$ cat src/rtl/bin_to_bcd_seq.sv
// ---------------------------------------------------------------------------
// bin_to_bcd_seq
//   Sequential binary-to-BCD converter using shift-and-add-3 (double dabble).
//   One input bit is consumed per clock. The result is held between
//   conversions and feeds the two-digit seven-segment BCD display stage.
//
// Parameters
//   BIN_W   width of the binary input (4..16)
//   DIGITS  number of BCD digits presented on bcd_out (1..5)
//
// Ports
//   clk      system clock, rising edge
//   rst      asynchronous active-high reset
//   start    conversion request, only honoured while idle
//   bin_in   binary value, captured when start is accepted
//   busy     high while converting, through the done-state cycle
//   done     single-cycle pulse when bcd_out/ovf update
//   bcd_out  packed BCD, most-significant digit in the top nibble
//   ovf      value did not fit in DIGITS digits; held with bcd_out
//
// Build option
//   SAT_EN   when defined, an overflowing result shows all nines on bcd_out;
//            otherwise the low DIGITS digits of the true value are shown.
//
// State table
//   ST_IDLE  | waiting for start, outputs held
//   ST_SHIFT | add-3 correction and one-bit shift per clock, BIN_W cycles
//   ST_DONE  | final accumulator is registered onto bcd_out/ovf, done raised
// ---------------------------------------------------------------------------
module bin_to_bcd_seq #(
    parameter int BIN_W  = 8,
    parameter int DIGITS = 2
) (
    input  logic                  clk,
    input  logic                  rst,
    input  logic                  start,
    input  logic [BIN_W-1:0]      bin_in,
    output logic                  busy,
    output logic                  done,
    output logic [4*DIGITS-1:0]   bcd_out,
    output logic                  ovf
);

    // ceil(BIN_W/3)+1 digits always hold the full value of a BIN_W-bit input.
    localparam int INT_D = (BIN_W + 2) / 3 + 1;
    localparam int MAX_D = (INT_D > DIGITS) ? INT_D : DIGITS;
    localparam int CNT_W = $clog2(BIN_W + 1);

    localparam logic [1:0] ST_IDLE  = 2'd0;
    localparam logic [1:0] ST_SHIFT = 2'd1;
    localparam logic [1:0] ST_DONE  = 2'd2;

    logic [1:0]          state_q,   state_d;
    logic [CNT_W-1:0]    cnt_q,     cnt_d;
    logic [BIN_W-1:0]    shreg_q,   shreg_d;
    logic [4*INT_D-1:0]  acc_q,     acc_d;
    logic                done_q,    done_d;
    logic [4*DIGITS-1:0] bcd_q,     bcd_d;
    logic                ovf_q,     ovf_d;

    logic [4*INT_D-1:0]  acc_adj;
    logic [4*MAX_D-1:0]  acc_ext;
    logic [4*DIGITS-1:0] bcd_trunc;
    logic                acc_ovf;

    // Add-3 correction on every digit, all digits in parallel.
    always_comb begin
        acc_adj = '0;
        for (int i = 0; i < INT_D; i++) begin
            if (acc_q[4*i +: 4] >= 4'd5) begin
                acc_adj[4*i +: 4] = acc_q[4*i +: 4] + 4'd3;
            end else begin
                acc_adj[4*i +: 4] = acc_q[4*i +: 4];
            end
        end
    end

    // Zero-extension lets DIGITS exceed INT_D; then the ovf loop only sees
    // padding zeros and ovf stays 0.
    always_comb begin
        acc_ext = '0;
        acc_ext[4*INT_D-1:0] = acc_q;
        bcd_trunc = acc_ext[4*DIGITS-1:0];
        acc_ovf = 1'b0;
        for (int i = DIGITS; i < MAX_D; i++) begin
            if (acc_ext[4*i +: 4] != 4'd0) begin
                acc_ovf = 1'b1;
            end
        end
    end

    always_comb begin
        state_d = state_q;
        cnt_d   = cnt_q;
        shreg_d = shreg_q;
        acc_d   = acc_q;
        done_d  = 1'b0;
        bcd_d   = bcd_q;
        ovf_d   = ovf_q;
        case (state_q)
            ST_IDLE: begin
                if (start) begin
                    shreg_d = bin_in;
                    acc_d   = '0;
                    cnt_d   = CNT_W'(BIN_W);
                    state_d = ST_SHIFT;
                end
            end
            ST_SHIFT: begin
                {acc_d, shreg_d} = {acc_adj, shreg_q} << 1;
                cnt_d = cnt_q - CNT_W'(1);
                // Counter hits zero with this shift, which is the last one.
                if (cnt_q == CNT_W'(1)) begin
                    state_d = ST_DONE;
                end
            end
            ST_DONE: begin
                done_d = 1'b1;
                ovf_d  = acc_ovf;
`ifdef SAT_EN
                bcd_d  = acc_ovf ? {DIGITS{4'h9}} : bcd_trunc;
`else
                bcd_d  = bcd_trunc;
`endif
                state_d = ST_IDLE;
            end
            default: begin
                state_d = ST_IDLE;
            end
        endcase
    end

    always_ff @(posedge clk or posedge rst) begin
        if (rst) begin
            state_q <= ST_IDLE;
            cnt_q   <= '0;
            shreg_q <= '0;
            acc_q   <= '0;
            done_q  <= 1'b0;
            bcd_q   <= '0;
            ovf_q   <= 1'b0;
        end else begin
            state_q <= state_d;
            cnt_q   <= cnt_d;
            shreg_q <= shreg_d;
            acc_q   <= acc_d;
            done_q  <= done_d;
            bcd_q   <= bcd_d;
            ovf_q   <= ovf_d;
        end
    end

    assign busy    = (state_q != ST_IDLE);
    assign done    = done_q;
    assign bcd_out = bcd_q;
    assign ovf     = ovf_q;

endmodule

$ cat config.mk
export PLATFORM = sky130hd
export DESIGN_NAME = bin_to_bcd_seq
export DESIGN_NICKNAME = d
export VERILOG_FILES = /design/src/rtl/bin_to_bcd_seq.sv
export SDC_FILE = /design/constraint.sdc
export NUM_CORES = 1
export LEC_CHECK = 0
export CELL_PAD_IN_SITES_DETAIL_PLACEMENT = 1
export CELL_PAD_IN_SITES_GLOBAL_PLACEMENT = 2
export CORE_AREA = 8 8 81 83
export DETAILED_ROUTE_END_ITERATION = 8
export DIE_AREA = 0 0 89 91
export PLACE_DENSITY = 0.79
export SETUP_SLACK_MARGIN = 0.4
export SYNTH_ARGS = -nofsm -noshare
export SYNTH_HDL_FRONTEND = slang
export SYNTH_SLANG_ARGS = --single-unit
$ cat constraint.sdc
create_clock -name clk -period 2.18 [get_ports clk]
set_input_delay 0.436 -clock clk [delete_from_list [all_inputs] [get_ports clk]]
set_output_delay 0.436 -clock clk [all_outputs]
set_load 0.005 [all_outputs]
# == Word-level counts from Yosys, hierarchy flattened ==
# Index checks and enable logic that the tools add are counted.
# op_classes
n_addsub,5
n_mul,0
div,0
magnitude_cmp,4
eq_ne,5
shifts,0
muxes,16
bitwise,0
n_reduce_logical,7
# op_table
operator,n
16-bit one-hot mux with 2 select lines,1
"4-bit by 3-bit greater-or-equal comparator with 1-bit output, second input constant",4
16-bit two-way mux,1
4-bit two-way mux,4
8-bit one-hot mux with 2 select lines,1
"4-bit by 2-bit adder with 4-bit output, second input constant",3
8-bit two-way mux,1
4-bit one-hot mux with 2 select lines,1
4-bit nonzero test,2
"4-bit by 1-bit equality test with 1-bit output, second input constant",1
2-bit two-way mux,2
"2-bit != test, second input constant",2
2-bit one-hot mux with 2 select lines,1
2-bit AND reduction,2
2-bit nonzero test,2
"4-bit by 1-bit subtractor with 4-bit output, second input constant",1
"3-bit by 2-bit adder with 3-bit output, second input constant",1
1-bit two-way mux,3
3-bit two-way mux,1
"2-bit by 1-bit equality test with 1-bit output, second input constant",1
"2-bit equality test, second input constant",1
2-bit zero test,1
# totals
register_bits,40
latchBits,0
mem_bits_rw,0
mem_bits_ro,0
output_inout_bits,11
elab_cells,44
mem_count,0

# == Depth between registers and ports, before layout ==
# Gate-level depths: netlist of the first run.
# logic_depth
depth_word,3
ltp_mapped,6
ltp_nobuf,6

# == Worst setup path before layout of the first run ==
# Ideal clock, no wire load.
# synth_timing
path_type,register -> register
startpoint,register acc_q[8] (netlist: acc_ext[8])
endpoint,register ovf_q (netlist: ovf)
t_arrival_ns,1.297
t_required_ns,2.058
path_slack_ns,0.761
stages_incl_launch_ff,6
path_buffers,0
period_less_slack_ns,1.419
cell_sequence,dfrtp_1 -> inv_1 -> ha_1 -> or4b_1 -> nor3b_2 -> o21ai_1
# synth_between
elab_chain_len,3
# synth_lines
item,line,source
start: declaration,56,"logic [4*INT_D-1:0] acc_q, acc_d;"
start signal: assignment,138,acc_q <= '0;
start signal: assignment,146,acc_q <= acc_d;
4-bit nonzero test,86,if (acc_ext[4*i +: 4] != 4'd0) begin
1-bit two-way mux (2 in a row),86,
end signal: assignment,149,ovf_q <= ovf_d;
end: declaration,59,"logic ovf_q, ovf_d;"
# Every way passes these cells.
# A chain may end at the register's enable or synchronous reset.

# == Worst setup path after layout of the first run ==
# layout_timing
startpoint,register state_q[0]
endpoint,output busy
# layout_between
elab_chain_len,1
# layout_lines
item,line,source
start: declaration,53,"logic [1:0] state_q, state_d;"
start signal: assignment,143,state_q <= state_d;
2-bit nonzero test,153,assign busy = (state_q != ST_IDLE);
end: declaration,38,"output logic busy,"
# Every way passes these cells.

==> flow_summary_export.csv, run 1 <==
group,metric,value,unit
outcome,status,"complete, no violations",
job,drv_cap,0,
timing,fin_worst_hold_slack,0.481,ns
global_route,grt-ovfl-total,0,
global_route,grt_max_degree,41,
timing,period_needed,1.69,ns
cts,cts.sinks,40,
cts,cts_tree,"built",
critical_path,critPathMaxFanout,2,
placement,placedInstanceArea,0.00233,sq mm
die,core_area,0.00534,sq mm
pwr,ir_worst_vdd,462,uV
logic_synthesis,yosysWarnings,0,
critical_path,timing.rr.start,"acc_ext[8]",
logic_synthesis,synth_area_per_cell,10.7,sq um
placement,dp_cells,281,
global_route,grt_pass1_vias,1683,
route,wl_per_cell,16.1,microns
timing,setup_viol,0,
global_route,grt_antenna_before_repair,0,
logic_synthesis,synthDistinctLibCells,33,
min_path,hp-start,"bcd_out[1]",
logic_synthesis,ys_seq_area_share,50.0,%
finish,stdcell_count,290,
timing,setup_tns,0,ns
critical_path,cp-startpoint,"state_q[0]",
global_route,track_usage,12.6,%
route,via_count,1519,
timing,slew_violations,0,
route,antenna_left,0,
critical_path,cp.required,1.74,ns
critical_path,cp-start-kind,"register",
timing,max_freq,592,MHz
placement,gp_congestion,0.744,
min_path,holdCritPathClass,"reg2reg",
placement,dp_hpwl,3380,microns
finish,register_area,0.00100,sq mm
timing,skew,0.00600,ns
route,viasPerCell,5.24,
pwr,power,3.59,mW
cts,worstSkewPairLatency,0.29,ns
logic_synthesis,ys_ff_latch,40,
logic_synthesis,syn-cell-area,0.00200,sq mm
cts,h-tree-depth,2,
cts,cts_root_buf,"clkbuf_8",
finish,drive_above_1_share,12.8,%
die,dieArea,0.00810,sq mm
timing,rsz0062_at_grt,"false",
finish,nNetsFinal,240,
timing,hold_viol_final,0,
finish,fillers,622,
route,drt-total-wl,4670,microns
finish,multi_input_area,915,sq um
timing,worst_slew_pin_slew,0.568,ns
logic_synthesis,syn_inst,188,
route,first_iter_violations,62,
placement,portBuffers,21,
critical_path,end_kind,"primary output",
timing,fin_ws,0.490,ns
die,fp.dieH,91,microns
timing,fin_crit_sh,77.5,%
die,io_pins,22,
global_route,grt_first_pass_wirelength,8140,microns
finish,diodes,0,
placement,place_worst_setup_slack,0.188,ns
pwr,leakage,1.11,nW
cts,ctsLongestPathBuffers,2,
route,drc,0,
finish,syn2layout_area_growth,21.6,%
timing,slew_headroom,62.1,%
critical_path,crit_arrival,1.25,ns
die,die_width,89,microns
critical_path,path_class,"reg2out",
finish,finalInstanceArea,0.00244,sq mm
die,rows,27,
pwr,pwr_density_cell,1470,mW/mm^2
die,initial_utilization,37.5,%
finish,fin_util,45.6,%
cts,numCtsBuffers,5,
route,drt_first_pass_iters,4,
logic_synthesis,synth_nets,211,
cts,path_clk_slew,0.08,ns
worst max-delay path, cell delays in order, from the launching register on:
cell           delay, ns
dfrtp_2             0.41
or2_2               0.29
dlygate4sd2_1       0.27
flip-flops by register name (all words and copies together), names as in the netlist:
register and cells:
cnt_q 4, done 1, ovf 1, bcd_out 8, state_q 2, shreg_q 8
acc_ext 16
cell type report:
cell class / instances / share of cell area, %
well taps: 72 / 3.70
multi-input cells: 126 / 37.5
clock buffers: 6 / 3.39
repair buffers: 32 / 12.0
inverters: 12 / 1.85
flip-flops and latches: 40 / 41.1
clock inverters: 2 / 0.411
cells in the final DEF (no fill, tap or decap), drive strengths merged:
cell and count:
xnor2 4, nor2b 6, nand3b 1, o21ai 19
nor2 5, o32ai 2, mux2 5, o22ai 6
a32o 4, a31oi 1, clkdlybuf4s50 20, nor3b 2
or4b 1, and2b 4, mux2i 4, o31ai 4
a22o 5, and3 1, nand2 8, inv 12
a22oi 7, a21oi 14, clkbuf 6, dlygate4sd2 1
nand2b 6, nor3 1, xor2 2, ha 12
clkinv 2, buf 11, or2 2, dfrtp 40
metal layers:
layer | track usage [%] | part of all wire, %
met2 | 21.2 | 50
met5 | 0 | 0
met4 | 4.44 | 1.6
met1 | 15.3 | 45
met3 | 2.43 | 3.6
kinds of logic after synthesis:
kind of cell    count (synthesis)  share of synthesized area (%)
compound gates                 62                           19.6
xor+xnor                        6                           2.62
fa+ha+maj                      12                           7.50
buf+inv                        22                           4.62
flops                          40                           50.0
mux                             9                           4.81
simple gates                   37                           10.9
Yosys cell counts:
cell      number  area (sq um)
o21ai_0       18          90.1
nor3b_2        1          12.5
a21oi_1       14          70.1
nand2b_1       6          37.5
mux2_2         5          56.3
a32o_1         4          40.0
or2_2          1          6.26
nor2b_1        6          37.5
nor2_2         1          6.26
xnor2_1        4          35.0
a22oi_1        7          52.6
o22ai_1        6          37.5
o32ai_1        2          17.5
or4b_1         1          10.0
ha_1          12           150
o31ai_1        4          30.0
clkbuf_1       2          7.51
nand3b_1       1          7.51
buf_2          8          40.0
nand2_1        8          30.0
nor2_1         4          15.0
inv_1         12          45.0
o21ai_1        1          5.00
a31oi_1        1          6.26
mux2i_1        4          40.0
nor3_1         1          5.00
and2b_1        4          30.0
dfrtp_1       40          1000
nor3b_1        1          7.51
xor2_1         2          17.5
a22o_1         5          43.8
and3_1         1          6.26
or2_0          1          6.26
report_power, final:
group / total [mW] / switching (mW) / internal [mW]
clock: 0.511 / 0.259 / 0.253
combinational: 1.75 / 0.882 / 0.871
sequential: 1.33 / 0.250 / 1.08
final timing paths:
kind	end	slack, ns	depth (start not counted)
setup / recovery	busy	0.49	2
hold / removal	bcd_out[1]	0.48	2
hold reg to reg	bcd_out[1]	0.48	2
min in group asynchronous	done	0.57	3
max in group asynchronous	state_q[0]	1.22	3
setup reg to reg	acc_ext[10]	0.51	6
timing repair:
| item | 4_1_cts | 5_1_grt |
|---|---|---|
| cloned | 0 | 0 |
| hold buffers | 0 | 0 |
| setup buffers | 1 | 0 |
| gates resized for setup | 2 | 1 |
| endpoints found under the setup margin | 1 | 6 |
Power figures use the tool's default switching activity.
==> inputs of run 2 (changes only) <==
--- a/config.mk
+++ b/config.mk
@@ -7,10 +7,10 @@
 export LEC_CHECK = 0
 export CELL_PAD_IN_SITES_DETAIL_PLACEMENT = 1
 export CELL_PAD_IN_SITES_GLOBAL_PLACEMENT = 2
-export CORE_AREA = 8 8 81 83
+export CORE_AREA = 8 8 87 89
 export DETAILED_ROUTE_END_ITERATION = 8
-export DIE_AREA = 0 0 89 91
-export PLACE_DENSITY = 0.79
+export DIE_AREA = 0 0 95 97
+export PLACE_DENSITY = 0.71
 export SETUP_SLACK_MARGIN = 0.4
 export SYNTH_ARGS = -nofsm -noshare
 export SYNTH_HDL_FRONTEND = slang
==> constraint.sdc (replaced) <==
create_clock -name clk -period 1.4 [get_ports clk]
set_input_delay 0.28 -clock clk [delete_from_list [all_inputs] [get_ports clk]]
set_output_delay 0.28 -clock clk [all_outputs]
set_load 0.005 [all_outputs]
==> run 2 against run 1 <==
Against the previous run:
- the flow now finishes with violations (negative setup slack)
- clock power grew 110%
- clock skew grew 0.0049 ns
- highest routed layer unchanged
- sequential share of layout area shrank 13 points
- cell count grew 23%
- largest cell class is now multi-input combinational cells
- total power grew to 2.6 times the previous value
- sequential cell count is the same
- critical path depth grew 3
- setup slack lost 0.63 ns
- first-iteration DRC count shrank 47%
==> flow_summary_export.csv, run 2 (synthesized netlist as in run 1, its figures left out) <==
group,metric,value,unit
outcome,status,"finished, violations left",
outcome,violations,"negative setup slack",
route,drt_first_pass_iters,4,
die,fp.dieH,97,microns
cts,numCtsBuffers,5,
die,core_area,0.00620,sq mm
placement,placedInstanceArea,0.00258,sq mm
finish,syn2layout_area_growth,78.9,%
route,drc,0,
critical_path,cp.required,1.61,ns
critical_path,reg2reg_to,"ovf",
placement,gp_congestion,0.723,
critical_path,path_class,"reg2reg",
global_route,grt_pass1_vias,2024,
placement,place_worst_setup_slack,-0.332,ns
timing,rsz0062_at_grt,"true",
die,die_width,95,microns
finish,nNetsFinal,302,
global_route,track_usage,14.8,%
finish,largest_reg_flops,16,
timing,skew,0.0109,ns
global_route,grt-ovfl-total,0,
finish,drive_above_1_share,65.0,%
timing,hold_viol_final,0,
route,wl_per_cell,21.5,microns
pwr,pwr_density_cell,2580,mW/mm^2
critical_path,end_kind,"register",
timing,fin_crit_sh,110,%
critical_path,crit_arrival,1.75,ns
timing,period_needed,1.54,ns
route,viasPerCell,5.29,
cts,cts_tree,"built",
die,io_pins,22,
die,rows,29,
global_route,grt_first_pass_wirelength,10700,microns
route,drt-total-wl,7660,microns
global_route,grt_antenna_before_repair,0,
finish,stdcell_count,357,
finish,diodes,0,
timing,slew_violations,0,
timing,setup_viol,8,
placement,dp_cells,294,
die,initial_utilization,32.3,%
cts,worstSkewPairLatency,0.32,ns
die,dieArea,0.00922,sq mm
timing,fin_worst_hold_slack,0.400,ns
timing,setup_tns,-0.548,ns
cts,ctsLongestPathBuffers,2,
timing,worst_slew_pin_slew,0.304,ns
timing,fin_ws,-0.141,ns
placement,dp_hpwl,3730,microns
finish,fin_util,57.8,%
route,via_count,1888,
critical_path,timing.rr.start,"acc_ext[9]",
pwr,leakage,1.61,nW
finish,layout_commonest_cell,"buf_4",
critical_path,r2r_slack,-0.14,ns
cts,h-tree-depth,2,
min_path,holdCritPathClass,"in2async",
route,antenna_left,0,
pwr,ir_worst_vdd,1030,uV
timing,slew_headroom,79.7,%
finish,final_cell_mix,"buf_4, dfrtp_1, buf_6",
job,drv_cap,0,
cts,cts_root_buf,"clkbuf_8",
finish,finalInstanceArea,0.00358,sq mm
cts,path_clk_slew,0.10,ns
cts,ctsHoldBuffers,0,
critical_path,cp-start-kind,"register",
placement,portBuffers,21,
critical_path,critPathMaxFanout,4,
global_route,grt_max_degree,41,
pwr,power,9.25,mW
cts,cts.sinks,40,
critical_path,reg2reg_depth,5,
route,first_iter_violations,33,
timing,max_freq,649,MHz
==> run 2: changes by cell type in the layout (fill, tap and decap cells not counted), moves of 8 or more <==
cell,change
inv_2,+11
o21ai_0,-17
a21oi_1,-14
buf_4,+35
o21ai_1,+12
inv_1,-12
clkdlybuf4s50_1,-11
nand2b_4,+8
ha_4,+8
buf_2,+10
a21oi_2,+10
buf_6,+18
ha_1,-9
==> run 2: cell type report <==
class | instances | area (sq um)
Fill cell | 616 | 2620
Multi-Input combinational cell | 128 | 1450
Sequential cell | 40 | 1010
Timing Repair Buffer | 92 | 870
Tap cell | 77 | 96.3
Clock buffer | 5 | 68.8
Inverter | 12 | 48.8
Clock inverter | 3 | 46.3
==> run 2: worst max path at each step <==
stage | startpoint | end | slack (ns) | cells after the start
2_1_floorplan | acc_ext[8] | ovf | 0.04 | 5
3_3_place_gp | start | acc_ext[6] | -0.20 | 4
3_5_place_dp | start | shreg_q[5] | -0.33 | 4
4_1_cts | acc_ext[8] | ovf | -0.09 | 5
5_1_grt | acc_ext[9] | ovf | -0.21 | 5
6_report | acc_ext[9] | ovf | -0.14 | 5
==> run 2: critical path, stage by stage, from the launching register on <==
cell,delay (ns)
dfrtp_1,0.40
inv_2,0.13
ha_1,0.19
or4b_4,0.46
nor3b_2,0.18
o21ai_1,0.07
==> run 2: what timing repair did <==
item / in CTS / in global routing
pin swaps: 23 / 23
resized for setup: 110 / 47
cloned: 3 / 1
setup endpoints to repair: 51 / 51
setup buffers: 32 / 19
hold endpoints to repair: 0 / 0
==> run 2: metal layers <==
layer | track usage (%) | part of all wire, % | up-vias
li1 | - | - | 856
met1 | 16.4 | 39 | 976
met2 | 27.1 | 55 | 41
met3 | 3.48 | 3.6 | 15
met4 | 3.25 | 2.3 | 0
met5 | 0 | 0 | -
==> run 2: power breakdown <==
group	internal [mW]	switching [mW]
Sequential	1.68	0.554
Combinational	3.25	2.71
Clock	0.538	0.510
Total	5.48	3.78
